--- config.mk ---
export PLATFORM = sky130hd
export DESIGN_NAME = i2c_eeprom_sequencer
export DESIGN_NICKNAME = d
export VERILOG_FILES = /design/src/rtl/i2c_eeprom_sequencer.sv
export SDC_FILE = /design/constraint.sdc
export NUM_CORES = 1
export LEC_CHECK = 0
export ABC_CLOCK_PERIOD_IN_PS = 2800
export CORE_UTILIZATION = 50
export CTS_CLUSTER_DIAMETER = 80
export DETAILED_ROUTE_END_ITERATION = 7
export DONT_BUFFER_PORTS = 1
export PLACE_DENSITY = 0.65
export SYNTH_ARGS = -nofsm -noshare
export SYNTH_HDL_FRONTEND = slang
export SYNTH_SLANG_ARGS = --single-unit
--- constraint.sdc ---
create_clock -name clock -period 2.8 [get_ports clock]
set_clock_uncertainty 0.2 [all_clocks]
set_input_delay 0.56 -clock clock [delete_from_list [all_inputs] [get_ports clock]]
set_output_delay 0.56 -clock clock [all_outputs]
set_load 0.01 [all_outputs]
--- src/rtl/i2c_eeprom_sequencer.sv ---
// rtl/i2c_eeprom_sequencer.sv - sequences the I2C byte engine through 24Cxx sequential reads and page writes
module i2c_eeprom_sequencer #(
    parameter int HALF_PERIOD     = 240,
    parameter int TWR_CYCLES      = 120000,
    parameter int TIMEOUT_TOGGLES = 1024
) (
    input  logic       clock,
    input  logic       reset_n,
    input  logic       cmd_start,
    input  logic       cmd_write,
    input  logic [7:0] cmd_addr,
    input  logic [3:0] cmd_count,
    input  logic [2:0] dev_sel,
    input  logic       buf_wr_en,
    input  logic [3:0] buf_wr_addr,
    input  logic [7:0] buf_wr_data,
    input  logic [3:0] buf_rd_addr,
    output logic [7:0] buf_rd_data,
    output logic       busy,
    output logic       done,
    output logic       error,
    output logic       eng_clock,
    output logic [7:0] eng_write_byte,
    output logic       eng_read_mode,
    output logic       eng_do_start,
    output logic       eng_expect_ack,
    output logic       eng_do_stop,
    input  logic [7:0] eng_read_byte,
    input  logic       eng_finished
);
    localparam int HW  = $clog2(HALF_PERIOD + 1);
    localparam int TGW = $clog2(TIMEOUT_TOGGLES + 1);
    localparam int TWW = $clog2(TWR_CYCLES + 1);

    typedef enum logic [2:0] {S_IDLE, S_LOAD, S_RUN, S_NEXT, S_TWR, S_DONE} state_t;

    state_t           state, state_d;
    logic [7:0]       addr_q;
    logic [3:0]       count_q;
    logic [2:0]       dev_q;
    logic             write_q;
    logic [3:0]       idx;
    logic [1:0]       op;
    logic [HW-1:0]    half_cnt;
    logic [TGW-1:0]   toggles;
    logic [TWW-1:0]   twr_cnt;
    logic [7:0]       wr_buf [16];
    logic [7:0]       rd_buf [16];

    logic             accept, half_expire, op_done, op_timeout, last_op, seq_end;
    logic [7:0]       op_byte;
    logic             op_read_mode, op_start, op_ack, op_stop;

    assign busy        = (state == S_LOAD) || (state == S_RUN) || (state == S_NEXT) || (state == S_TWR);
    assign done        = (state == S_DONE);
    assign buf_rd_data = rd_buf[buf_rd_addr];

    // The toggles>=2 guard skips the finished flag still set by the previous op.
    assign accept      = cmd_start && ((state == S_IDLE) || (state == S_DONE));
    assign half_expire = (half_cnt == '0);
    assign op_done     = half_expire && (toggles >= TGW'(2)) && eng_finished;
    assign op_timeout  = half_expire && !op_done && (toggles == TGW'(TIMEOUT_TOGGLES));
    assign seq_end     = write_q ? (op == 2'd2) : (op == 2'd3);
    assign last_op     = seq_end && (idx == count_q);

    always_comb begin
        state_d = state;
        case (state)
            S_IDLE: if (accept) state_d = S_LOAD;
            S_LOAD: state_d = S_RUN;
            S_RUN: begin
                if (op_done)         state_d = S_NEXT;
                else if (op_timeout) state_d = S_DONE;
            end
            S_NEXT: begin
                if (!last_op)     state_d = S_LOAD;
                else if (write_q) state_d = S_TWR;
                else              state_d = S_DONE;
            end
            S_TWR:  if (twr_cnt == '0) state_d = S_DONE;
            S_DONE: state_d = accept ? S_LOAD : S_IDLE;
            default: state_d = S_IDLE;
        endcase
    end

    // Write: devsel, addr, then data bytes. Read per byte: devsel(w), addr, devsel(r), data.
    always_comb begin
        op_byte      = 8'h00;
        op_read_mode = 1'b0;
        op_start     = 1'b0;
        op_ack       = 1'b0;
        op_stop      = 1'b0;
        case (op)
            2'd0: begin
                op_byte  = {4'b1010, dev_q, 1'b0};
                op_start = 1'b1;
                op_ack   = 1'b1;
            end
            2'd1: begin
                op_byte = addr_q;
                op_ack  = 1'b1;
            end
            2'd2: begin
                if (write_q) begin
                    op_byte = wr_buf[idx];
                    op_ack  = 1'b1;
                    op_stop = (idx == count_q);
                end else begin
                    op_byte  = {4'b1010, dev_q, 1'b1};
                    op_start = 1'b1;
                    op_ack   = 1'b1;
                end
            end
            default: begin
                op_read_mode = 1'b1;
                op_stop      = 1'b1;
            end
        endcase
    end

    always_ff @(posedge clock) begin
        if (!reset_n) begin
            state          <= S_IDLE;
            error          <= 1'b0;
            eng_clock      <= 1'b0;
            eng_write_byte <= 8'h00;
            eng_read_mode  <= 1'b0;
            eng_do_start   <= 1'b0;
            eng_expect_ack <= 1'b0;
            eng_do_stop    <= 1'b0;
            addr_q         <= 8'h00;
            count_q        <= 4'h0;
            dev_q          <= 3'b000;
            write_q        <= 1'b0;
            idx            <= 4'h0;
            op             <= 2'd0;
            half_cnt       <= '0;
            toggles        <= '0;
            twr_cnt        <= '0;
        end else begin
            state <= state_d;
            if (accept) begin
                addr_q  <= cmd_addr;
                count_q <= cmd_count;
                dev_q   <= dev_sel;
                write_q <= cmd_write;
                error   <= 1'b0;
                idx     <= 4'h0;
                op      <= 2'd0;
            end
            case (state)
                S_LOAD: begin
                    eng_write_byte <= op_byte;
                    eng_read_mode  <= op_read_mode;
                    eng_do_start   <= op_start;
                    eng_expect_ack <= op_ack;
                    eng_do_stop    <= op_stop;
                    eng_clock      <= 1'b0;
                    toggles        <= '0;
                    half_cnt       <= HW'(HALF_PERIOD - 1);
                end
                S_RUN: begin
                    if (!half_expire) begin
                        half_cnt <= half_cnt - 1'b1;
                    end else begin
                        half_cnt <= HW'(HALF_PERIOD - 1);
                        if (op_done) begin
                            if (!write_q && op == 2'd3) addr_q <= addr_q + 8'd1;
                        end else if (op_timeout) begin
                            error          <= 1'b1;
                            eng_clock      <= 1'b0;
                            eng_write_byte <= 8'h00;
                            eng_read_mode  <= 1'b0;
                            eng_do_start   <= 1'b0;
                            eng_expect_ack <= 1'b0;
                            eng_do_stop    <= 1'b0;
                        end else begin
                            eng_clock <= ~eng_clock;
                            toggles   <= toggles + 1'b1;
                        end
                    end
                end
                S_NEXT: begin
                    if (last_op) begin
                        eng_clock      <= 1'b0;
                        eng_write_byte <= 8'h00;
                        eng_read_mode  <= 1'b0;
                        eng_do_start   <= 1'b0;
                        eng_expect_ack <= 1'b0;
                        eng_do_stop    <= 1'b0;
                        twr_cnt        <= TWW'(TWR_CYCLES - 1);
                    end else if (seq_end) begin
                        idx <= idx + 4'd1;
                        op  <= write_q ? 2'd2 : 2'd0;
                    end else begin
                        op <= op + 2'd1;
                    end
                end
                S_TWR: twr_cnt <= twr_cnt - 1'b1;
                default: ;
            endcase
        end
    end

    // Buffers hold their contents across reset.
    always_ff @(posedge clock) begin
        if (buf_wr_en && !(busy && write_q))
            wr_buf[buf_wr_addr] <= buf_wr_data;
        if (reset_n && state == S_RUN && op_done && !write_q && op == 2'd3)
            rd_buf[idx] <= eng_read_byte;
    end
endmodule

* Yosys cells after proc, flatten, opt, wreduce, memory -nomap -nowiden
Memories as Yosys holds them, arrays and structs flattened. A register that Yosys moved wholly into a read port is not among the register bits.
Cells that the tools add are included.
** Storage, ports and cells
- Register bits after elaboration :: 75
- Memory bits (writable) :: 256
- Output and inout bits :: 24
- Word-level logic and storage cells :: 145
- Memories kept :: 2
** Memory list
- rd_buf :: depth 16, width 8, read ports 1, clocked after memory_dff 0, write ports 1, RTL line 48 : logic [7:0] rd_buf [16];
- wr_buf :: depth 16, width 8, read ports 1, clocked after memory_dff 1, write ports 1, RTL line 47 : logic [7:0] wr_buf [16];
** Cells by class
- $add $sub $neg :: 6
- Order comparisons :: 1
- Eq/ne operators :: 18
- Mux-type cells :: 66
- Bitwise logic cells :: 1
- Reductions and logical operators :: 34
** Operator list (number)
- two-way mux 8 bit :: 11
- case mux 8 bit (3 select lines) :: 2
- case mux 17 bit (2 select lines) :: 1
- two-way mux 11 bit :: 3
- two-way mux 1 bit :: 23
- case mux 11 bit (2 select lines) :: 1
- two-way mux 4 bit :: 5
- case mux 3 bit (6 select lines) :: 1
- zero test 17 bit :: 1
- two-way mux 17 bit :: 1
- subtractor 17 x 1 -> 17 bit, second input constant :: 1
- case mux 8 bit (2 select lines) :: 1
- two-way mux 3 bit :: 5
- case mux 1 bit (3 select lines) :: 5
- logical AND 1 bit :: 13
- != test 2 bit, second input constant :: 6
- adder 11 x 1 -> 11 bit, second input constant :: 1
- == test 11 bit, second input constant :: 1
- >= comparator 11 x 2 -> 1 bit, second input constant :: 1
- two-way mux 2 bit :: 5
- adder 8 x 1 -> 8 bit, second input constant :: 1
- zero test 8 bit :: 1
- AND reduction 4 bit :: 2
- subtractor 8 x 1 -> 8 bit, second input constant :: 1
- 23 further kinds :: 33

* Logic depth before layout (Yosys ltp)
- Word-level depth :: 10
- Mapped depth :: 9
- Depth with buffers taken out :: 7

* Worst setup path before layout
OpenSTA, ideal clock, no wires.
- Path type :: input port to output port
- Start point :: in buf_rd_addr[0]
- End point :: out buf_rd_data[0]
- Data arrival time :: 2.378 ns
- Path slack :: -0.338 ns
- Stages :: 4
- Path buffers :: 2
- Path through :: clkbuf_1 buf_1 mux4_2 mux4_2
** Between the ends
- Cells in the longest elaborated chain, start to end :: 1
** Ends and longest elaborated chain
- start: declaration :: RTL line 17 : input logic [3:0] buf_rd_addr,
- memory (16 x 8 bit)
- end: declaration :: RTL line 18 : output logic [7:0] buf_rd_data,
Every way passes these cells.

* Final worst setup path
- Start point :: mem rd_buf[15][4]
- End point :: out buf_rd_data[4]
** Between the ends
- Cells in the longest elaborated chain, start to end :: 1
** Ends and longest elaborated chain (RTL line)
- start: declaration :: 48
- memory (16 x 8 bit)
Every way passes these cells.

==> impl_results.md <==
* Setup WS post-layout at 71.99 ps
* Ratio of cells with drive above 1 in the final layout at 20.23%
* Minimum clock period at 2728 ps
* Non-Filler Instances at 1364
* IO Port Bufs at 0
* Chip Height at 168.1 microns
* Setup crit end: buf_rd_data[4]
* Pre-CTS setup slack at 40.71 ps
* Syn_nets at 983
* Combinational cell fraction of total power at 5.6%
* Die footprint at 0.02827 sq mm
* Ys flop type: edfxtp_1
* Async set-reset flop share out of synthesis at 0%
* Nets@finish at 1058
* CTS clk-pin slew, worst paths at 60 ps
* Largest net degree at the start of global routing at 33
* Crit path depth at 2
* Vias at 8113
* Critical Path Most Common Cell: mux4_2
* Vias per cell at 5.948
* Post-CTS Setup Bufs at 0
* Flop pwr share at 52.9%
* Clock Tree Root: clkbuf_16
* Most instantiated cells after synthesis: 256 x edfxtp_1, 75 x dfxtp_1, 75 x nand2_1
* Total GRT Usage at 20.97%
* Synth Instances at 923
* # H-tree levels at 2
* DP HPWL at 19080 microns
* Initial cell density of the core at 51.07%
* Final Hold Viols at 0
* YS warnings at 0
* Post-synth EDFFs at 256
* Final period utilization at 97.43%
* Dpl cell area at 0.01453 sq mm
* GR Overflow Total at 0
* GP Congestion at 0.8273
* Peak supply drop at 0.4220 mV
* CORE AREA at 0.02703 sq mm
* Switching Share at 21.59%
* Hold path cells at 1
* Post-synthesis area per instance at 14.95 sq um
* Reg2Reg Depth at 5
* Die width at 168.1 microns
* CP max FO at 1
* CP startpoint kind: flip-flop
* Global-route wire length before repair at 45310 microns
* Area growth syn-to-layout at 14.60%
* Hold Path Class: in -> reg
* Internal at 8.050 mW
* Final WL at 28980 microns
* DRC Markers at 0
* Crit path max-delay family: multiplexers
* Leak Pwr at 5.175 nW
* Final setup viols at 0
* Final Instance Area at 0.01582 sq mm
* Worst Setup End Kind: output port
* Number of buffer and inverter stages on the critical path at 0
* P_sw at 2.216 mW
* Met1 wire length at 13020 microns
* Most frequent cell after synthesis: edfxtp_1
* Clock power frac at 41.5%
* Startpoint of the worst register-to-register path: toggles[3]
* Synth cell types at 66
* CP max stage delay at 550 ps
* Site Rows at 60
* Worst path required time at 2040 ps
* Max Freq at 366.6 MHz
* Top cells by area, synth: edfxtp_1 56%, mux4_2 11%, dfxtp_1 11%, nand2_1 2.0%, a21oi_1 1.8%
* CP Class: reg -> out
* Met2 routed WL at 13710 microns
* Outcome: finished, final reports clean
* Initial DRC Count at 784
* Vias in the first global route at 8016
* Cell chain of the critical path: mux4_2, mux4_2
* Max clock buf depth at 3
* Post-synth top area share at 55.70%
* Register area share after synthesis at 66.58%
* DRT Pass-1 Iters at 5
* Crit-path slowest cell: mux4_2
* Uppermost layer routed: met4
* Synthesized area at 0.01380 sq mm
* Antenna Cells at 0
* Pwr dens at 649.1 mW/mm^2
* Max Slew Vio Count at 0
* Yosys top cell by area: edfxtp_1
* CTS sink count at 331
* CP startpoint: rd_buf[15][4]
* Relative slew slack at 39.68%
* Register-to-register setup slack at 100 ps
* Clock Latency Late Sink at 520 ps
* Num CTS Buffers at 35
* Met3 routed WL at 1522 microns
* # IOs at 69
* #FFs+latches synth at 331
* Initial antenna violation count at 0
* Wirelength per Cell at 21.25 microns
* Worst r2r dst: eng_write_byte[2]
* Placed cells at 1279
* Max Cap Viol at 0
* RSZ-0062 raised after global routing: false
* TritonCTS clock tree: yes
* Critical Path AT at 1970 ps
* Post-DRT Antenna Nets at 0
* Worst Max-Slew Pin Slew at 901.5 ps
-- state kept, by name (all words and copies together), names as in the netlist, 2 cells and up --
name	cells
dev_q	3
addr_q	8
toggles	11
state	3
half_cnt	8
eng_write_byte	8
op	2
count_q	4
twr_cnt	17
rd_buf	128
idx	4
wr_buf	128
-- worst min-delay path by stage --
| stage | end | slack [ps] | start |
|---|---|---|---|
| detailed placement | dev_q[1] | 250 | dev_q[1] |
| finish | twr_cnt[3] | 20 | reset_n |
| global route | eng_do_start | 8 | reset_n |
| CTS | twr_cnt[13] | 1 | reset_n |
| global placement | dev_q[0] | 250 | dev_q[0] |
| floorplan | dev_q[0] | 240 | dev_q[0] |
-- power by group through the flow --
stage	Clock (mW)	Combinational (mW)	Sequential, mW
after floorplan	0	0.385	5.51
after global placement	0	0.488	5.53
after detailed placement	0	0.496	5.54
after CTS	4.33	0.577	5.43
after global routing	4.53	0.637	5.44
final	4.26	0.578	5.43
-- what timing repair did --
item | in CTS | in global routing
hold buffers | 23 | 0
hold endpoints to repair | 268 | 0
endpoints found under the setup margin | 0 | 50
gates resized for setup | 0 | 2
-- layer usage --
metal | vias up | global-route usage [%]
li1 | 3796 | -
met2 | 213 | 32.84
met4 | 0 | 6.798
met1 | 4063 | 29.83
met3 | 41 | 4.043
met5 | - | 0
-- cells by family (layout without fill, tap and decap cells) --
family,Yosys count,count (layout),share of synthesized area [%]
XOR/XNOR,14,14,0.8884
adder cells (fa/ha/maj),15,15,1.360
multiplexers,86,86,12.53
flip-flops,331,331,66.58
buffers and inverters,69,169,1.949
AND/OR/NAND/NOR,263,263,9.600
AO/OA/AOI/OAI,145,145,7.098
-- cell type report --
type,count,area [sq um]
clock inverters,15,122.6
clock buffers,47,930.9
inverters,23,86.33
fillers,2080,11210
repair buffers,84,700.7
flip-flops and latches,331,9190
well taps,341,426.7
multi-input cells,523,4360
-- through the flow --
stage | hold WS, ps | utilization [%] | TNS [ps] | power [mW]
after global routing | 8.169 | 58.53 | 0 | 10.60
after floorplan | 236.0 | - | -81.62 | 5.900
final | 18.45 | 58.53 | 0 | 10.27
after CTS | 1.091 | 58.50 | 0 | 10.34
after global placement | 250.3 | 53.75 | 0 | 6.022
after detailed placement | 248.5 | 53.75 | 0 | 6.031
-- cells in the final DEF, fill, tap and decap left out, drive strengths merged, types with 25 or more instances in the layout --
cell,netlist,layout
dfxtp,75,75
nand2,75,75
buf,12,61
mux4,69,69
clkbuf,34,47
a21oi,51,51
nand3,25,25
edfxtp,256,256
nor2,56,56
Note: power is estimated with default switching activity, not from simulation.
